**config.mk**
```make
export PLATFORM = sky130hd
export DESIGN_NAME = rng_share_scheduler
export DESIGN_NICKNAME = d
export VERILOG_FILES = /design/src/rtl/rng_share_scheduler.sv
export SDC_FILE = /design/constraint.sdc
export NUM_CORES = 1
export LEC_CHECK = 0
export CELL_PAD_IN_SITES_DETAIL_PLACEMENT = 1
export CELL_PAD_IN_SITES_GLOBAL_PLACEMENT = 1
export CORE_ASPECT_RATIO = 0.6
export CORE_UTILIZATION = 40
export CTS_BUF_LIST = sky130_fd_sc_hd__clkbuf_8
export DETAILED_ROUTE_END_ITERATION = 7
export PLACE_DENSITY_LB_ADDON = 0.2
export SETUP_SLACK_MARGIN = 0.2
export SLEW_MARGIN = 20
export SYNTH_ARGS = -nofsm -noshare
export SYNTH_HDL_FRONTEND = slang
export SYNTH_SLANG_ARGS = --single-unit
```
**constraint.sdc**
```tcl
create_clock -name clk -period 1.75 [get_ports clk]
set_input_delay 0.175 -clock clk [delete_from_list [all_inputs] [get_ports clk]]
set_output_delay 0.175 -clock clk [all_outputs]
set_load 0.02 [all_outputs]
```
**src/rtl/rng_share_scheduler.sv**
```systemverilog
// rng_share_scheduler
//   Owns one Fibonacci LFSR and shares its output among N requesters
//   (Monte Carlo path engines). After reset or a seed load the generator
//   runs WARMUP discarded shifts, then serves requests round-robin, handing
//   each LFSR value to exactly one engine. Cycles with no grant do not
//   advance the LFSR, so no value is ever skipped or repeated.
//
// Handshake: req[i] is a level held until the engine sees gnt[i]; the engine
//   drops req[i] in the same cycle gnt[i] is high, otherwise it is eligible
//   again. gnt is a registered one-hot pulse and rnd_data is valid exactly
//   while rnd_valid (= |gnt) is high.
//
// Optional feature macro: RNG_ZERO_GUARD_EN
//   Defined   : a zero seed loads DEFAULT_SEED instead, and an all-zero
//               LFSR state reloads DEFAULT_SEED and restarts warm-up.
//   Undefined : seeds load verbatim; a zero seed gives a constant-zero stream.
//
// Ports
//   clk        clock, rising edge
//   rst_n      synchronous active-low reset
//   seed_load  1-cycle pulse: load seed and restart warm-up (beats a grant)
//   seed       seed value, sampled with seed_load
//   req        per-engine request levels
//   gnt        one-hot grant pulse (registered)
//   rnd_valid  rnd_data valid this cycle
//   rnd_data   random word for the granted engine
//   ready      high in RUN (the FSM state is visible through this output)
module rng_share_scheduler #(
  parameter int           N            = 4,
  parameter int           W            = 16,
  parameter logic [W-1:0] TAPS         = 16'hB400,
  parameter int           WARMUP       = 4,
  parameter logic [W-1:0] DEFAULT_SEED = 16'h0001
) (
  input  logic         clk,
  input  logic         rst_n,
  input  logic         seed_load,
  input  logic [W-1:0] seed,
  input  logic [N-1:0] req,
  output logic [N-1:0] gnt,
  output logic         rnd_valid,
  output logic [W-1:0] rnd_data,
  output logic         ready
);

  localparam int PW = (N > 1) ? $clog2(N) : 1;
  // Count value reached on the final warm-up shift.
  localparam logic [7:0] WARM_LAST = (WARMUP > 0) ? 8'(WARMUP - 1) : 8'd0;

  typedef enum logic [0:0] {
    WARM = 1'b0,
    RUN  = 1'b1
  } fsm_t;

  fsm_t          fsm;
  logic [W-1:0]  lfsr;
  logic [W-1:0]  lfsr_next;
  logic [7:0]    warm_cnt;
  logic [PW-1:0] ptr;
  logic          found;
  logic [PW-1:0] win_idx;
  logic [N-1:0]  win_oh;
  logic [W-1:0]  seed_eff;

  assign lfsr_next = {lfsr[W-2:0], ^(lfsr & TAPS)};

`ifdef RNG_ZERO_GUARD_EN
  assign seed_eff = (seed == '0) ? DEFAULT_SEED : seed;
`else
  assign seed_eff = seed;
`endif

  // Round-robin search: first set request after the last winner, wrapping.
  always_comb begin
    found   = 1'b0;
    win_idx = ptr;
    win_oh  = '0;
    for (int i = 1; i <= N; i++) begin
      int idx;
      idx = int'(ptr) + i;
      if (idx >= N) idx = idx - N;
      if (!found && req[idx]) begin
        found   = 1'b1;
        win_idx = PW'(idx);
      end
    end
    if (found) win_oh[win_idx] = 1'b1;
  end

  always_ff @(posedge clk) begin
    if (!rst_n) begin
      fsm      <= WARM;
      lfsr     <= DEFAULT_SEED;
      warm_cnt <= '0;
      ptr      <= PW'(N - 1);
      gnt      <= '0;
      rnd_data <= '0;
    end else begin
      gnt <= '0;
      if (seed_load) begin
        // Seed load wins over any grant this cycle; held requests stay pending.
        lfsr     <= seed_eff;
        fsm      <= WARM;
        warm_cnt <= '0;
      end
`ifdef RNG_ZERO_GUARD_EN
      else if (lfsr == '0) begin
        lfsr     <= DEFAULT_SEED;
        fsm      <= WARM;
        warm_cnt <= '0;
      end
`endif
      else begin
        case (fsm)
          WARM: begin
            if (WARMUP == 0) begin
              fsm <= RUN;
            end else begin
              lfsr <= lfsr_next;
              if (warm_cnt == WARM_LAST) begin
                fsm      <= RUN;
                warm_cnt <= '0;
              end else begin
                warm_cnt <= warm_cnt + 8'd1;
              end
            end
          end
          RUN: begin
            // The LFSR advances only when a value is actually handed out.
            if (found) begin
              gnt      <= win_oh;
              rnd_data <= lfsr;
              lfsr     <= lfsr_next;
              ptr      <= win_idx;
            end
          end
          default: fsm <= WARM;
        endcase
      end
    end
  end

  assign rnd_valid = |gnt;
  assign ready     = (fsm == RUN);

endmodule

```
# Word-level counts from Yosys, hierarchy flattened
# Index checks and enable logic that the tools add are counted.
# classes
n_reduce_logical	12
mux	32
add_sub_neg	9
n_eq_ne	2
order_cmp	10
bitwise_logic	4
# op_table
operator	n
$lt 32x4->1 const B	4
$mux 32	4
$mux 16	2
$pmux 16 s2	1
$reduce_xor 16->1	1
$mux 1	15
$sub 3x3->4 const B	3
$ge 3x3->1 const B	3
$add 8x1->8 const B	1
$bmux 1 s2	4
$eq 8x2->1 const B	1
$mux 2	4
$mux 8	1
$reduce_or 4->1	2
$add 2x2->3 const B	2
$sub 4x3->5 const B	1
$add 2x3->4 const B	1
$ge 4x3->1 const B	1
$logic_and 1x1->1	4
$not 1->1	4
$add 2x1->3 const B	1
$logic_not 1->1	3
$lt 2x3->1 const B	1
$ne 3x2->1 const B	1
4 further kinds	4
# totals
word_cells	75
output_inout_bits	22
ff_bits	47
inputBits	23

# Logic depth before layout (Yosys ltp)
# Gate-level depths: netlist of run 1.
# depth
ltp_word	20
mapped_depth	7
depth_no_buf	5

# Least setup slack after synthesis of run 1
# OpenSTA, ideal clock, no wires.
# synth_timing
path_kind	register to register
from	reg warm_cnt[0]
to	reg warm_cnt[5]
arrival_ns	1.384
path_buffers	0
period_less_slack_ns	1.458
required_time_ns	1.676
path_slack_ns	0.292
path_stages_with_launch	6
setup_ns	0.074
cell_sequence	dfxtp_1 ha_1 nor4b_1 a21oi_2 or3b_1 a31oi_1
# synth_via
elab_chain_len	2
elab_cells_between_ends	3
classes_between	1 x add/sub; 1 x eq/ne; 1 x mux
# synth_rtl
item	line_no	source
from (decl)	58	logic [7:0] warm_cnt;
from (signal assigned)	124	warm_cnt <= warm_cnt + 8'd1;
$add 8x1->8 / $eq 8x2->1 (equally long branches)	124, 120	
$mux 8 *	120	if (warm_cnt == WARM_LAST) begin
# Every way passes the cells marked *; elsewhere a longest branch is shown, timed or not.
# A chain may end at the register's enable or synchronous reset.

# Worst setup path after layout of run 1
# layout_timing
from	in req[0]
to	reg rnd_data[3]
# layout_via
elab_chain_len	14
elab_cells_between_ends	23
classes_between	16 x mux; 7 x reduce/logical
# layout_rtl
item	line_no	source
from (decl)	39	input logic [N-1:0] req,
$bmux 1 s2	82	if (!found && req[idx]) begin
$mux 1 (not written as such) (2 in series)	82	
$mux 1	82	
$logic_not 1->1	82	
$logic_and 1x1->1	82	
$mux 1	82	
$logic_not 1->1	82	
$logic_and 1x1->1	82	
$mux 1	82	
$logic_not 1->1	82	
$logic_and 1x1->1	82	
$mux 1 *	82	
$reduce_and 3->1 (no source line) *	n/a	
to (signal assigned)	132	rnd_data <= lfsr;
to (decl)	42	output logic [W-1:0] rnd_data,
# Every way passes the cells marked *; elsewhere a longest branch is shown, timed or not. The select of a mux whose other input is x is not followed.

==> metrics.txt, run 1 <==
outcome=complete, no violations; final worst-path cycle share=a little over four fifths; std cell rows=20; Worst Setup Start Kind=input pin; antenna cell count=0; HP Class=reg2reg; Global Route met2 Usage=about 31%; max incr delay on CP=about 480 ps; worst r2r src=warm_cnt[0]; sequential share of power=between 50% and 60%; # port buffers=44; Synth Register Bits=47; average cell area after synthesis=between 9 and 10 um2; Slew HR=74.9%; antenna violations before repair=0; global-route wire length before repair=between 8000 and 9000 um; crit path launch=req[0]; most common cell after layout, fill and taps aside=nand2_1; max-capacitance violation count=0; P_sw=480 uW; FF-to-FF path depth=5; initial drt markers=52; clock network fraction of total power=between 30% and 40%; Die X-Extent=between 90 and 100 um; setup TNS=0 ps; total power=about 2200 uW; placed wire-length estimate=3690 um; Slew @ Worst Pin=approximately 380 ps; Syn Inst Count=between 200 and 250; drt pass-1 iters=4; Final Hold Fails=0; Min Hold Slack=approximately 470 ps; capture point of the worst reg-to-reg path=warm_cnt[5]; met1 Resource Use GR=between 30% and 40%; pwr dens=between 700 and 800 nW/um2; Pleak=around 0.0012 uW; vias in the first global route=around 1,800; sw frac=22.1%; CTS buffer count=5; Crit Path Max Fanout=18; CP arrival=about 1700 ps; YS warnings=0; P&R area growth vs syn=36.7%; Initial Utilization=41.6%; ys async rst share=0%; total grt overflow=0; non-filler cells, final=between 300 and 400; met3 Track Usage GR=5.17%; routed len/inst=15.4 um; Syn Nets=248; Synth cell types=38; Inst Count DP=approximately 340; Root Buffer=clkbuf_8; gpl congestion=between 0.7 and 0.8; Pint=1690 uW; RSZ-0062 raised after global routing=yes; R2R Setup Slk=approximately 310 ps; Clock transition at path regs=approximately 90 ps; H-tree depth=2; most frequent cells in the layout=nand2_1 (54), dfxtp_1 (45), clkdlybuf4s50_1 (42); largest net degree at the start of global routing=33; Post-synth EDFFs=0; CTS tree=built; worst-case clock skew=between 6 and 7 ps; io pins=45; Die Span Y=58.3 um; peak supply drop=around 0.00048 V; Most used DFF post-synth=dfxtp_1; die area=5590 um2; synthesized area=between 2000 and 2500 um2; post-synthesis sequential area ratio=between 40% and 50%; logic gate share of total power=10.0%; Crit-path slowest cell=clkdlybuf4s50_1; Antenna Violating Nets Remaining=0; fmax=675 MHz; drt drc=0; hold buffers post-CTS=0; gr usage total=between 20% and 30%; GR peak layer=met1; CTS sink cnt=between 40 and 50; crit path cell chain=clkdlybuf4s50_1 -> nor4_4 -> buf_4 -> nand2b_1 -> buf_12 -> nand2_1 -> a21boi_1; Core ar.=between 5000 and 6000 um2; Clock Latency Late Sink=~300 ps; Max clock buf depth=2; DR vias/cell=5.23; DR vias=1,824; Final setup viols=0; Slew Viols, Final=0; element type at the critical path end=register; critical path class=in2reg; fin crit period=roughly 1500 ps; critical path required time=a little under 2000 ps; ratio of cells with drive above 1 in the final layout=16.6%; Net count, final=306; Post-Route WL=5360 um; Worst Setup EP=rnd_data[3]
flip-flops by register name, summed over array words and instances, names as in the netlist:
name / flops
lfsr: 16
rnd_data: 16
warm_cnt: 8
gnt: 4
ptr: 2
ready: 1
layer usage:
metal | up-vias | wire length, um | share of wire (%)
met2 | 36 | 2190 | 41
met1 | 878 | 2900 | 54
li1 | 903 | - | -
met3 | 7 | 215 | 4.0
met5 | - | 0 | 0
met4 | 0 | 59 | 1.1
worst max-delay path: cells and delay by family:
family                 cells  cell delay [ps]
AND/OR/NAND/NOR            3              550
buffers and inverters      3              820
AO/OA/AOI/OAI              1              160
cell families after synthesis:
logic type | Yosys count | share of synthesized area (%)
AND/OR/NAND/NOR | 88 | 20.2
AO/OA/AOI/OAI | 48 | 19.8
flip-flops | 47 | 44.5
buffers and inverters | 18 | 4.73
multiplexers | 17 | 8.05
XOR/XNOR | 5 | 2.07
adder cells (fa/ha/maj) | 1 | 0.592
power groups by stage:
stage	sequential, uW	combinational, uW	clock, uW
final	1120	216	829
after global routing	1120	234	905
after CTS	1120	214	848
after detailed placement	1140	209	0
after global placement	1140	204	0
after floorplan	1140	113	0
metrics by stage:
step	util, %	setup slack, ps	area (um2)
finish	56.9	269	2890
global route	56.9	180	2890
CTS	56.4	121	2870
detailed placement	53.4	-168	2710
global placement	53.4	-54.9	2710
floorplan	-	292	2110
worst min-delay path by stage:
stage                           start     endpoint  slack, ps  cells past startpoint
after detailed placement  rnd_data[5]  rnd_data[5]        460                      2
after global placement    rnd_data[5]  rnd_data[5]        450                      2
after global routing      rnd_data[5]  rnd_data[5]        480                      2
after floorplan               seed[2]      lfsr[2]        430                      3
final                     rnd_data[9]  rnd_data[9]        470                      2
after CTS                 rnd_data[5]  rnd_data[5]        470                      2
repair_timing:
| action | CTS | global route |
|---|---|---|
| gates resized for setup | 3 | 9 |
| setup endpoints to repair | 14 | 8 |
| buffers inserted | 4 | 1 |
| pin swaps | 3 | 3 |
cell type report:
| cell class | count | area, um2 |
|---|---|---|
| clock buffer | 6 | 82.6 |
| clock inverter | 2 | 35.0 |
| fill | 579 | 2190 |
| inverter | 3 | 11.3 |
| multi-input combinational | 159 | 1100 |
| sequential | 47 | 943 |
| tap | 66 | 82.6 |
| timing repair buffer | 66 | 637 |
synthesized netlist by cell type (3+ instances only):
master / count / share of area, %
inv_1: 3 / 0.53
buf_2: 5 / 1.2
nand2b_1: 5 / 1.5
nand3_1: 4 / 0.95
nor3b_1: 3 / 1.1
nand2_1: 54 / 9.6
a31oi_1: 3 / 0.89
o211a_1: 16 / 7.6
a21boi_0: 8 / 2.8
xnor2_1: 3 / 1.2
mux2i_1: 17 / 8.0
nor2_1: 7 / 1.2
a21oi_1: 3 / 0.71
o21ai_0: 4 / 0.95
clkbuf_1: 5 / 0.89
dfxtp_1: 47 / 44
buf_4: 3 / 1.1
a21boi_2: 8 / 4.3
Power figures use the tool's default switching activity.
==> run 2, diff against run 1 <==
Settings changed: CORE_UTILIZATION 40 to 36.
Clock period 1.75 ns to 1.3 ns, I/O delays scaled along.
==> run 2 against run 1 <==
The run now ends with setup timing left; sequential share of layout area is 4.6 points lower; sequential power up 36%; die area up 11%; clock-buffer cell count fell by 1; global-route usage increased by 0.37 points; wire length rose by 42%; critical path type is now reg2reg; critical path depth down 2; cell area increased by 18%.
==> metrics.txt, run 2 (same netlist as run 1, synthesis figures left out) <==
outcome=finished, violations left; failing checks=setup timing; Final WS setup=-228 ps; Die X-Extent=just over 100 um; wl on met1=3700 um; gpl congestion=about 0.86; CTS tree=built; P&R area growth vs syn=61.1%; worst-case clock skew=between 20 and 25 ps; Slew Viols, Final=0; CP arrival=approximately 1800 ps; DR vias/cell=roughly 5.2; CTS sink cnt=between 40 and 50; placed wire-length estimate=approximately 4000 um; RSZ-0062 raised after global routing=yes; Max clock buf depth=2; element type at the critical path end=register; Root Buffer=clkbuf_8; final worst-path cycle share=118%; non-filler cells, final=around 390; fmax=655 MHz; Fillers=approximately 630; drt pass-1 iters=4; dpl ws=-476 ps; Core ar.=5620 um2; Die Span Y=61.4 um; routed len/inst=between 15 and 20 um; Min Hold Slack=391 ps; total grt overflow=0; # port buffers=44; min-delay src=req[0]; Clock Latency Late Sink=310 ps; pwr dens=813 nW/um2; Final Hold Fails=0; HP Class=in2reg; met2 WL=around 3500 um; Crit-path slowest cell=or3b_1; H-tree depth=2; CTS buffer count=5; max-capacitance violation count=0; Initial Utilization=between 30% and 40%; largest net degree at the start of global routing=17; Inst Count DP=between 300 and 400; antenna cell count=0; Crit Path Max Fanout=4; fin crit period=between 1500 and 2000 ps; max incr delay on CP=400 ps; initial drt markers=between 70 and 80; Slew @ Worst Pin=between 400 and 500 ps; top routing layer in use=met4; DR vias=roughly 2,000; most frequent cells in the layout=dfxtp_1 (38), nand2_2 (29), buf_4 (25); die area=around 6200 um2; Net count, final=about 330; most common cell after layout, fill and taps aside=dfxtp_1; Worst Setup Start Kind=register; crit path launch=warm_cnt[0]; critical path class=reg2reg; worst r2r src=warm_cnt[0]; Post-Route WL=about 7600 um; critical path required time=roughly 1500 ps; peak supply drop=about 0.00046 V; hold buffers post-CTS=0; post-route cell area=3410 um2; crit path cell chain=ha_4 -> nor4b_4 -> a21oi_2 -> or3b_1 -> a31oi_1; Clock transition at path regs=about 100 ps; Final setup viols=6; std cell rows=21; vias in the first global route=1,920; Pleak=around 0.0015 uW; gr usage total=approximately 22%; Slew HR=between 70% and 80%; ratio of cells with drive above 1 in the final layout=a little over half; global-route wire length before repair=10,000 um; Antenna Violating Nets Remaining=0; placement-stage cell area=between 2000 and 3000 um2; antenna violations before repair=0; io pins=between 40 and 50; Top Registers=lfsr: 16 flops, rnd_data: 16 flops, warm_cnt: 8 flops; Met3 Routed Length=~280 um; drt drc=0
-- run 2: changes by cell type in the layout (fill, tap and decap cells not counted), moves of 8 or more --
| cell | delta |
|---|---|
| nand2_1 | -44 |
| nand2_2 | +29 |
| clkdlybuf4s50_1 | -25 |
| buf_6 | +16 |
| nand2_4 | +15 |
| buf_2 | +10 |
| clkbuf_2 | +8 |
-- run 2: layout make-up --
class / instances / area [um2] / share of cell area, %
clock inverters: 3 / 16.3 / 0.478
well taps: 80 / 100 / 2.94
inverters: 3 / 13.8 / 0.404
clock buffers: 5 / 68.8 / 2.02
repair buffers: 91 / 872 / 25.6
flip-flops and latches: 47 / 955 / 28.0
multi-input cells: 159 / 1380 / 40.5
-- run 2: layer usage --
metal	vias up	track usage [%]
met2	47	34.6
met4	0	3.73
met3	8	4.54
met1	998	31.1
met5	-	0
li1	950	-
-- run 2: per-stage QoR --
| step | total power [uW] | setup TNS, ps | util, % |
|---|---|---|---|
| finish | 2770 | -771 | 60.6 |
| global route | 2870 | -1570 | 60.6 |
| CTS | 2730 | -292 | 57.7 |
| detailed placement | 1840 | -16340 | 51.2 |
| global placement | 1830 | -15080 | 51.2 |
| floorplan | 1690 | -91.5 | - |
-- run 2: repair_timing --
action	CTS	global route
buffers inserted	8	6
hold endpoints to repair	0	0
setup endpoints to repair	69	64
resized for setup	132	68
gates cloned	3	1
pin swaps	10	39
-- run 2: final timing paths --
kind | end | slack, ps | depth (start not counted)
worst max-delay path | warm_cnt[5] | -230 | 5
worst min-delay path | gnt[2] | 390 | 5
worst max register to register | warm_cnt[5] | -230 | 5
worst min register to register | rnd_data[13] | 460 | 2
-- run 2: report_power, final --
| group | internal (uW) | leakage [uW] | switching [uW] | total (uW) |
|---|---|---|---|---|
| sequential | 1470 | 0.000386 | 47.8 | 1520 |
| combinational | 202 | 0.00110 | 162 | 364 |
| clock | 370 | 0.0000453 | 515 | 885 |
| total | 2050 | 0.00153 | 724 | 2770 |
-- run 2: worst max-delay path: cells and delay by family (launching register included) --
family	cells	cell delay, ps
flip-flops	1	350
AND/OR/NAND/NOR	2	530
AO/OA/AOI/OAI	2	400
adder cells (fa/ha/maj)	1	160
==> run 3, diff against run 2 <==
Settings changed: CELL_PAD_IN_SITES_DETAIL_PLACEMENT 1 to 0.
==> run 3 against run 2 <==
The flow still finishes with violations (setup timing); sequential share of layout area fell by 0.20 points; power rose by 12%; clock power rose by 42%; critical endpoint is now rnd_valid; clock-buffer cell count did not move; sequential cell count did not move; highest routed layer unchanged; sequential power barely moved; largest power group unchanged; register-to-register slack improved by 120 ps; combinational power fell by 15%.
==> metrics.txt, run 3 (same netlist as run 1, synthesis figures left out) <==
element type at the critical path end=output pin; Net count, final=330; antenna violations before repair=0; DR vias/cell=4.77; Post-Route WL=about 5500 um; post-route cell area=between 3000 and 4000 um2; Clock Latency Late Sink=approximately 300 ps; Die Span Y=61.4 um; critical path required time=1170 ps; HP Class=in2reg; WP buf/inv=1; io pins=between 40 and 50; Crit Path Max Fanout=2; initial drt markers=53; Final WS setup=-118 ps; most common cell after layout, fill and taps aside=dfxtp_1; Slew @ Worst Pin=361 ps; Worst Setup Start Kind=register; CTS buffer count=5; DR vias=about 1,800; setup TNS=-341 ps; ratio of cells with drive above 1 in the final layout=between 40% and 50%; pwr dens=approximately 900 nW/um2; Initial Utilization=37.6%; critical path class=reg2out; gr usage total=19.2%; max incr delay on CP=~520 ps; final worst-path cycle share=109%; std cell rows=21; routed len/inst=between 10 and 15 um; H-tree depth=2; Root Buffer=clkbuf_8; drt pass-1 iters=4; Pleak=about 0.0016 uW; Top Registers=lfsr: 16 flops, rnd_data: 16 flops, warm_cnt: 8 flops; Max clock buf depth=2; CTS sink cnt=between 40 and 50; Clock transition at path regs=80 ps; crit path cell chain=or4_4 -> buf_6; CTS tree=built; worst-case clock skew=between 8 and 9 ps; P&R area growth vs syn=61.8%; peak supply drop=0.000640 V; CP arrival=~1300 ps; vias in the first global route=between 1,500 and 2,000; die area=between 6000 and 7000 um2; placed wire-length estimate=3480 um; total grt overflow=0; Final Hold Fails=0; largest net degree at the start of global routing=15; Crit-path slowest cell=or4_4; total power=3090 uW; fmax=approximately 710 MHz; drt drc=0; outcome=finished, violations left; failing checks=setup timing; Final setup viols=4; Slew Viols, Final=0; hold buffers post-CTS=0; most frequent cells in the layout=dfxtp_1 (40), nand2_1 (26), buf_4 (26); Die X-Extent=101 um; gpl congestion=approximately 0.86; antenna cell count=0; Fillers=roughly 480; max-capacitance violation count=0; Inst Count DP=about 360; # port buffers=44; placement-stage cell area=2880 um2; fin crit period=1420 ps; global-route wire length before repair=around 8800 um; RSZ-0062 raised after global routing=yes; Slew HR=75.9%; Largest delay share family, worst path=simple AND/OR/NAND/NOR gates; Core ar.=roughly 5600 um2; non-filler cells, final=387; Antenna Violating Nets Remaining=0
-- run 3: cell types whose count changed in the layout (fill, tap and decap cells not counted), moves of 2 or more --
cell | before | now
nand2_2 | 29 | 14
a21boi_1 | 6 | 3
buf_6 | 16 | 14
nand2_4 | 15 | 13
a21boi_2 | 10 | 13
bufinv_16 | 0 | 2
nand2_1 | 10 | 26
dfxtp_2 | 8 | 6
clkdlybuf4s15_1 | 1 | 3
dfxtp_1 | 38 | 40
buf_2 | 10 | 7
-- run 3: final cells by class --
cell class / count / area, um2 / share of cell area [%]
clock buffer: 5 / 68.8 / 2.01
clock inverter: 3 / 63.8 / 1.87
inverter: 3 / 13.8 / 0.402
multi-input combinational: 159 / 1350 / 39.4
sequential: 47 / 952 / 27.8
tap: 80 / 100 / 2.93
timing repair buffer: 90 / 875 / 25.6
-- run 3: layer usage --
metal  share of wire, %  up-vias  GRT usage [%]
met5                  0        -              0
met4                1.1        0           5.80
met3                4.2        6           4.54
met2                 41       42           27.1
met1                 54      849           28.7
li1                   -      949              -
-- run 3: worst min-delay path, delay by kind of cell --
family	cells	cell delay (ps)
buf+inv	2	280
compound gates	2	180
simple gates	1	40
-- run 3: worst paths after layout --
check                           slack, ps    startpoint  cells after the start           end
worst max-delay path                 -120        gnt[1]                      2     rnd_valid
worst max register to register       -110   warm_cnt[1]                      5   warm_cnt[5]
worst min register to register        460  rnd_data[15]                      2  rnd_data[15]
worst min-delay path                  370        req[0]                      5        gnt[2]
-- run 3: metrics by stage --
step                worst slack (ps)  util, %  hold WS (ps)
finish                          -118     60.8           369
global route                    -215     60.8           405
CTS                             -119     60.1           372
detailed placement              -452     51.2           443
global placement                -385     51.2           439
floorplan                      -45.8        -           387
-- run 3: timing repair --
action	CTS	global route
endpoints found under the setup margin	69	62
gates cloned	4	0
buffers inserted	11	2
resized for setup	141	39
pin swaps	36	43
-- run 3: where the power goes --
part / total, uW / internal [uW] / switching (uW)
clock network: 1260 / 761 / 498
registers: 1520 / 1470 / 48.3
logic: 311 / 183 / 128
